`config.mk`:
```
export PLATFORM = sky130hd
export DESIGN_NAME = data_ram_arbiter
export DESIGN_NICKNAME = d
export VERILOG_FILES = /design/src/rtl/data_ram_arbiter_pkg.sv /design/src/rtl/ram_addr_map.sv /design/src/rtl/data_ram_arbiter.sv
export SDC_FILE = /design/constraint.sdc
export NUM_CORES = 1
export LEC_CHECK = 0
export ABC_AREA = 1
export BUFFER_PORTS_ARGS = -buffer_cell sky130_fd_sc_hd__buf_4
export CAP_MARGIN = 20
export CORE_MARGIN = 8
export CORE_UTILIZATION = 43
export CTS_BUF_LIST = sky130_fd_sc_hd__clkbuf_2 sky130_fd_sc_hd__clkbuf_4 sky130_fd_sc_hd__clkbuf_8
export DETAILED_ROUTE_END_ITERATION = 10
export PLACE_DENSITY_LB_ADDON = 0.05
export SYNTH_ARGS = -nofsm -noshare
export SYNTH_HDL_FRONTEND = slang
export SYNTH_SLANG_ARGS = --single-unit
```
`constraint.sdc`:
```
create_clock -name clk -period 3.7 [get_ports clk]
set_input_delay 1.11 -clock clk [delete_from_list [all_inputs] [get_ports clk]]
set_output_delay 1.11 -clock clk [all_outputs]
set_load 0.02 [all_outputs]
```
`src/rtl/data_ram_arbiter_pkg.sv`:
```
// Shared constants and types for the data RAM arbiter: default data-segment base
// address, requester identifiers and the read-return tag layout.
package data_ram_arbiter_pkg;

  localparam logic [31:0] BASE_ADDR_DEFAULT = 32'h1001_0000;

  localparam logic REQ_CPU = 1'b0;
  localparam logic REQ_LDR = 1'b1;

  typedef struct packed {
    logic valid;
    logic owner;
    logic bad;
  } rd_tag_t;

endpackage

```
`src/rtl/ram_addr_map.sv`:
```
// Translates a MARS-style byte address into a RAM word index and flags
// accesses that are below the base, beyond the RAM, or not word aligned.
module ram_addr_map
  import data_ram_arbiter_pkg::*;
#(
  parameter int          ADDR_WIDTH = 8,
  parameter logic [31:0] BASE_ADDR  = BASE_ADDR_DEFAULT
) (
  input  logic [31:0]           addr,
  output logic [ADDR_WIDTH-1:0] word,
  output logic                  valid
);

  localparam logic [32:0] SPAN = 33'd4 << ADDR_WIDTH;

  logic [31:0] offset;

  assign offset = addr - BASE_ADDR;
  assign word   = offset[ADDR_WIDTH+1:2];
  // The explicit lower-bound test keeps underflowed offsets from aliasing into the RAM.
  assign valid  = (addr >= BASE_ADDR) && ({1'b0, offset} < SPAN) && (addr[1:0] == 2'b00);

endmodule

```
`src/rtl/data_ram_arbiter.sv`:
```
// Round-robin arbiter sharing the single-port data RAM between the MEM stage
// and the loader, with address checking and one-cycle read return.
module data_ram_arbiter
  import data_ram_arbiter_pkg::*;
#(
  parameter int          DATA_WIDTH = 32,
  parameter int          ADDR_WIDTH = 8,
  parameter logic [31:0] BASE_ADDR  = BASE_ADDR_DEFAULT
) (
  input  logic                  clk,
  input  logic                  reset,
  input  logic                  cpu_req,
  input  logic                  cpu_we,
  input  logic [31:0]           cpu_addr,
  input  logic [DATA_WIDTH-1:0] cpu_wdata,
  input  logic                  ldr_req,
  input  logic                  ldr_we,
  input  logic [31:0]           ldr_addr,
  input  logic [DATA_WIDTH-1:0] ldr_wdata,
  output logic                  cpu_gnt,
  output logic                  ldr_gnt,
  output logic                  cpu_stall,
  output logic                  cpu_rvalid,
  output logic                  ldr_rvalid,
  output logic [DATA_WIDTH-1:0] cpu_rdata,
  output logic [DATA_WIDTH-1:0] ldr_rdata,
  output logic                  ram_we,
  output logic [ADDR_WIDTH-1:0] ram_addr,
  output logic [DATA_WIDTH-1:0] ram_wdata,
  input  logic [DATA_WIDTH-1:0] ram_rdata,
  output logic                  fault,
  output logic                  fault_src
);

  logic                  last_gnt_reg;
  rd_tag_t               tag_reg;
  logic                  fault_reg;
  logic                  fault_src_reg;
  logic [DATA_WIDTH-1:0] cpu_rdata_reg;
  logic [DATA_WIDTH-1:0] ldr_rdata_reg;

  logic                  winner;
  logic                  granted;
  logic [31:0]           sel_addr;
  logic                  sel_we;
  logic [DATA_WIDTH-1:0] sel_wdata;
  logic [ADDR_WIDTH-1:0] map_word;
  logic                  map_valid;
  logic                  drive;
  logic [DATA_WIDTH-1:0] ret_data;

  // On a conflict the side not granted last wins, bounding the wait to one cycle.
  always_comb begin
    winner = REQ_CPU;
    if (cpu_req && ldr_req) begin
      winner = (last_gnt_reg == REQ_LDR) ? REQ_CPU : REQ_LDR;
    end else if (ldr_req) begin
      winner = REQ_LDR;
    end
  end

  assign granted   = cpu_req | ldr_req;
  assign sel_addr  = (winner == REQ_LDR) ? ldr_addr  : cpu_addr;
  assign sel_we    = (winner == REQ_LDR) ? ldr_we    : cpu_we;
  assign sel_wdata = (winner == REQ_LDR) ? ldr_wdata : cpu_wdata;

  ram_addr_map #(
    .ADDR_WIDTH (ADDR_WIDTH),
    .BASE_ADDR  (BASE_ADDR)
  ) u_map (
    .addr  (sel_addr),
    .word  (map_word),
    .valid (map_valid)
  );

  assign cpu_gnt   = cpu_req & (winner == REQ_CPU);
  assign ldr_gnt   = ldr_req & (winner == REQ_LDR);
  assign cpu_stall = cpu_req & ~cpu_gnt;

  // Faulting accesses are still granted but never reach the RAM.
  assign drive     = granted & map_valid;
  assign ram_we    = drive & sel_we;
  assign ram_addr  = drive ? map_word  : '0;
  assign ram_wdata = drive ? sel_wdata : '0;

  assign ret_data   = tag_reg.bad ? '0 : ram_rdata;
  assign cpu_rvalid = tag_reg.valid & (tag_reg.owner == REQ_CPU);
  assign ldr_rvalid = tag_reg.valid & (tag_reg.owner == REQ_LDR);
  assign cpu_rdata  = cpu_rvalid ? ret_data : cpu_rdata_reg;
  assign ldr_rdata  = ldr_rvalid ? ret_data : ldr_rdata_reg;
  assign fault      = fault_reg;
  assign fault_src  = fault_src_reg;

  always_ff @(posedge clk or negedge reset) begin
    if (!reset) begin
      last_gnt_reg  <= REQ_LDR;
      tag_reg       <= '0;
      fault_reg     <= 1'b0;
      fault_src_reg <= REQ_CPU;
      cpu_rdata_reg <= '0;
      ldr_rdata_reg <= '0;
    end else begin
      if (granted) begin
        last_gnt_reg <= winner;
      end
      tag_reg.valid <= granted & ~sel_we;
      tag_reg.owner <= winner;
      tag_reg.bad   <= ~map_valid;
      fault_reg     <= granted & ~map_valid;
      if (granted && !map_valid) begin
        fault_src_reg <= winner;
      end
      if (cpu_rvalid) begin
        cpu_rdata_reg <= ret_data;
      end
      if (ldr_rvalid) begin
        ldr_rdata_reg <= ret_data;
      end
    end
  end

endmodule

```
==> results.sh <==
export IMPL_status="complete, no violations"
export IMPL_area_delta_synth_final_pct=65.3
export IMPL_most_instantiated_library_cell_after_synthesis="sky130_fd_sc_hd__nand2_1"
export IMPL_finalHoldViolCount=0
export IMPL_global_route_wire_length_before_repair_um=23400
export IMPL_routed_via_count=4506
export IMPL_timing_final_crit_share_pct=99.2
export IMPL_number_of_antenna_cells_inserted=0
export IMPL_synth_cell_types=23
export IMPL_core_rowCount=35
export IMPL_detail_route_antenna_nets=0
export IMPL_layout_area_seq_sq_mm=0.00175
export IMPL_drt_initial_drc_count=252
export IMPL_timing_critical_path_required_ns=2.59
export IMPL_multi_input_logic_area_sq_mm=0.00199
export IMPL_detailroute_wirelength_met2_um=8550
export IMPL_number_of_cts_inserted_buffers=9
export IMPL_core_area_sq_mm=0.00928
export IMPL_route_met3_wl_um=1490
export IMPL_initial_core_util_pct=44.3
export IMPL_yosys_top_cells_area="sky130_fd_sc_hd__dfrtp_1 42%, sky130_fd_sc_hd__nand2_1 22%, sky130_fd_sc_hd__mux2_2 8.8%"
export IMPL_clk_transition_reported_paths_ns=0.07
export IMPL_synth_top_cell_area_share_pct=41.9
export IMPL_globalRouteTotalUtil_pct=23.0
export IMPL_leakage_nw=4.17
export IMPL_tightestPinTransition_ns=0.867
export IMPL_globalplace_congestion=0.886
export IMPL_post_route_min_period_ns=3.67
export IMPL_avgViaCountPerCell=4.55
export IMPL_async_reset_ff_share_pct=100
export IMPL_worst_clock_skew_ns=0.00380
export IMPL_post_route_drc_count=0
export IMPL_worst_vdd_ir_uv=146
export IMPL_cts_root_buf="sky130_fd_sc_hd__clkbuf_8"
export IMPL_hp_class="reg2reg"
export IMPL_detail_route_first_pass_iterations=4
export IMPL_detailed_placement_hpwl_um=12500
export IMPL_dominantRegCellSynth="sky130_fd_sc_hd__dfrtp_1"
export IMPL_fill_cells=722
export IMPL_synth_enable_flop_cells=0
export IMPL_rr_startpoint="last_gnt_reg$_DFFE_PN1P_"
export IMPL_die_area_sq_mm=0.0130
export IMPL_utilization_after_layout_pct=73.3
export IMPL_fmax_mhz=272
export IMPL_yosys_warnings=0
export IMPL_detail_route_wirelength_met1_um=5510
export IMPL_crit_path_start_kind="input port"
export IMPL_ys_ff_latch=70
export IMPL_final_nets=1023
export IMPL_highest_metal_layer_with_signal_wires="met4"
export IMPL_globalRouteOverflowTotal=0
export IMPL_buffer_ports_inserted=277
export IMPL_worst_setup_path_type="in2out"
export IMPL_worst_setup_path_startpoint="cpu_req"
export IMPL_setup_repair_after_global_routing_missed_its_margin="true"
export IMPL_layout_drive_gt1_share_pct=44.3
export IMPL_grt_start_max_net_pins=71
export IMPL_endpoint_of_the_worst_slack_reg_to_reg_timing_path="fault_src$_DFFE_PN0P_"
export IMPL_regToRegSetupSlack_ns=2.04
export IMPL_worstSkewPairLatency_ns=0.33
export IMPL_grt_pass1_vias=4503
export IMPL_max_clock_path_buffers=2
export IMPL_post_synth_instance_area_sq_mm=0.00412
export IMPL_synth_net_count=747
export IMPL_slew_headroom_pct=42.2
export IMPL_die_w_um=114
export IMPL_power_density_mw_per_mm2=279
export IMPL_slew_viol_final=0
export IMPL_yosysSeqAreaShare_pct=42.6
export IMPL_clock_sink_count=70
export IMPL_routed_wirelength_um=15800
export IMPL_io_pin_count=278
export IMPL_timing_final_setup_violations=0
export IMPL_die_h_um=114
export IMPL_end_kind="output port"
export IMPL_max_cap_violations=0
export IMPL_syn_instance_count=581
export IMPL_htree_levels=3
export IMPL_cp_data_arrival_time_ns=2.56
export IMPL_wl_per_cell_um=16.0
export IMPL_postSynthAreaPerCell_sq_um=7.09
export IMPL_crit_path_end="ram_wdata[14]"
export IMPL_ff2ff_path_depth=10
export IMPL_cts_tree="yes"
export IMPL_holdWs_ns=0.480
export IMPL_yosysTopAreaCell="sky130_fd_sc_hd__dfrtp_1"
export IMPL_critical_path_peak_fanout=9
export IMPL_synth_common_cells="241 x sky130_fd_sc_hd__nand2_1, 89 x sky130_fd_sc_hd__inv_1, 79 x sky130_fd_sc_hd__nor2_1"
export IMPL_number_of_antenna_violations_at_the_first_check_in_global_routing=0
how the worst min path moves through the flow:
stage / from / end / cells past startpoint
CTS: ldr_rdata_reg[18]$_DFF_PN0_ / ldr_rdata_reg[18]$_DFF_PN0_ / 2
finish: ldr_rdata_reg[18]$_DFF_PN0_ / ldr_rdata_reg[18]$_DFF_PN0_ / 2
floorplan: last_gnt_reg$_DFFE_PN1P_ / last_gnt_reg$_DFFE_PN1P_ / 2
global route: ldr_rdata_reg[12]$_DFF_PN0_ / ldr_rdata_reg[12]$_DFF_PN0_ / 2
detailed placement: fault_src$_DFFE_PN0P_ / fault_src$_DFFE_PN0P_ / 2
global placement: ldr_rdata_reg[8]$_DFF_PN0_ / ldr_rdata_reg[8]$_DFF_PN0_ / 2
cell usage in the layout (no fill, tap or decap), types with 4 or more instances in the layout:
| master | netlist | layout |
|---|---|---|
| sky130_fd_sc_hd__buf_4 | 1 | 274 |
| sky130_fd_sc_hd__nand2_1 | 241 | 241 |
| sky130_fd_sc_hd__inv_1 | 89 | 86 |
| sky130_fd_sc_hd__dfrtp_1 | 69 | 69 |
| sky130_fd_sc_hd__nor2_1 | 79 | 60 |
| sky130_fd_sc_hd__mux2_2 | 32 | 32 |
| sky130_fd_sc_hd__nor2_2 | 10 | 23 |
| sky130_fd_sc_hd__clkbuf_8 | 0 | 11 |
| sky130_fd_sc_hd__buf_6 | 5 | 11 |
| sky130_fd_sc_hd__mux2i_1 | 8 | 8 |
| sky130_fd_sc_hd__nor2_4 | 1 | 7 |
| sky130_fd_sc_hd__nand3_1 | 6 | 6 |
| sky130_fd_sc_hd__buf_12 | 0 | 4 |
cell families after synthesis:
logic type / Yosys count / synth area share (%)
flip-flops: 70 / 42.6
multiplexers: 40 / 10.7
buffers and inverters: 116 / 11.8
AND/OR/NAND/NOR: 349 / 34.1
AO/OA/AOI/OAI: 6 / 0.821
critical path: stages:
cell,delay (ns)
sky130_fd_sc_hd__buf_4,0.15
sky130_fd_sc_hd__nand2_4,0.13
sky130_fd_sc_hd__nand2_4,0.11
sky130_fd_sc_hd__nor2_1,0.11
sky130_fd_sc_hd__nand2_1,0.07
sky130_fd_sc_hd__nand2_1,0.06
sky130_fd_sc_hd__nand2_1,0.05
sky130_fd_sc_hd__inv_2,0.07
sky130_fd_sc_hd__nand4_4,0.19
sky130_fd_sc_hd__clkbuf_16,0.23
sky130_fd_sc_hd__nor2_2,0.11
sky130_fd_sc_hd__buf_4,0.16
routing by layer:
metal / vias to the layer above / GRT usage, %
met5: - / 0
met1: 2043 / 23.5
met2: 181 / 42.6
li1: 2261 / -
met3: 21 / 8.03
met4: 0 / 7.19
what timing repair did:
item,4_1_cts,5_1_grt
setup buffers,0,3
setup endpoints to repair,0,41
hold buffers,0,0
resized for setup,0,41
where the power goes:
| part | leakage [nW] | internal [mW] | switching, mW |
|---|---|---|---|
| Sequential | 0.961 | 0.772 | 0.00469 |
| Combinational | 3.09 | 0.187 | 0.180 |
| Clock | 0.122 | 0.484 | 0.274 |
cell type report:
class                   count  share of cell area, %
multi-input cells         396                   29.2
flip-flops and latches     70                   25.8
inverters                  89                   4.91
well taps                 129                   2.37
repair buffers            291                   34.0
clock buffers              11                   2.22
clock inverters             5                   1.54
per-stage QoR:
stage | total power, mW | cell area, sq um | std cells | worst slack [ns] | TNS [ns]
floorplan | 0.943 | 4120 | 581 | 0.142 | 0
global placement | 1.13 | 6310 | 968 | 0.0300 | 0
detailed placement | 1.14 | 6310 | 968 | 0.0222 | 0
CTS | 1.91 | 6570 | 984 | 0.0187 | 0
global route | 1.99 | 6810 | 991 | -0.0493 | -0.714
finish | 1.90 | 6810 | 991 | 0.0281 | 0
Note: power is estimated with default switching activity, not from simulation.
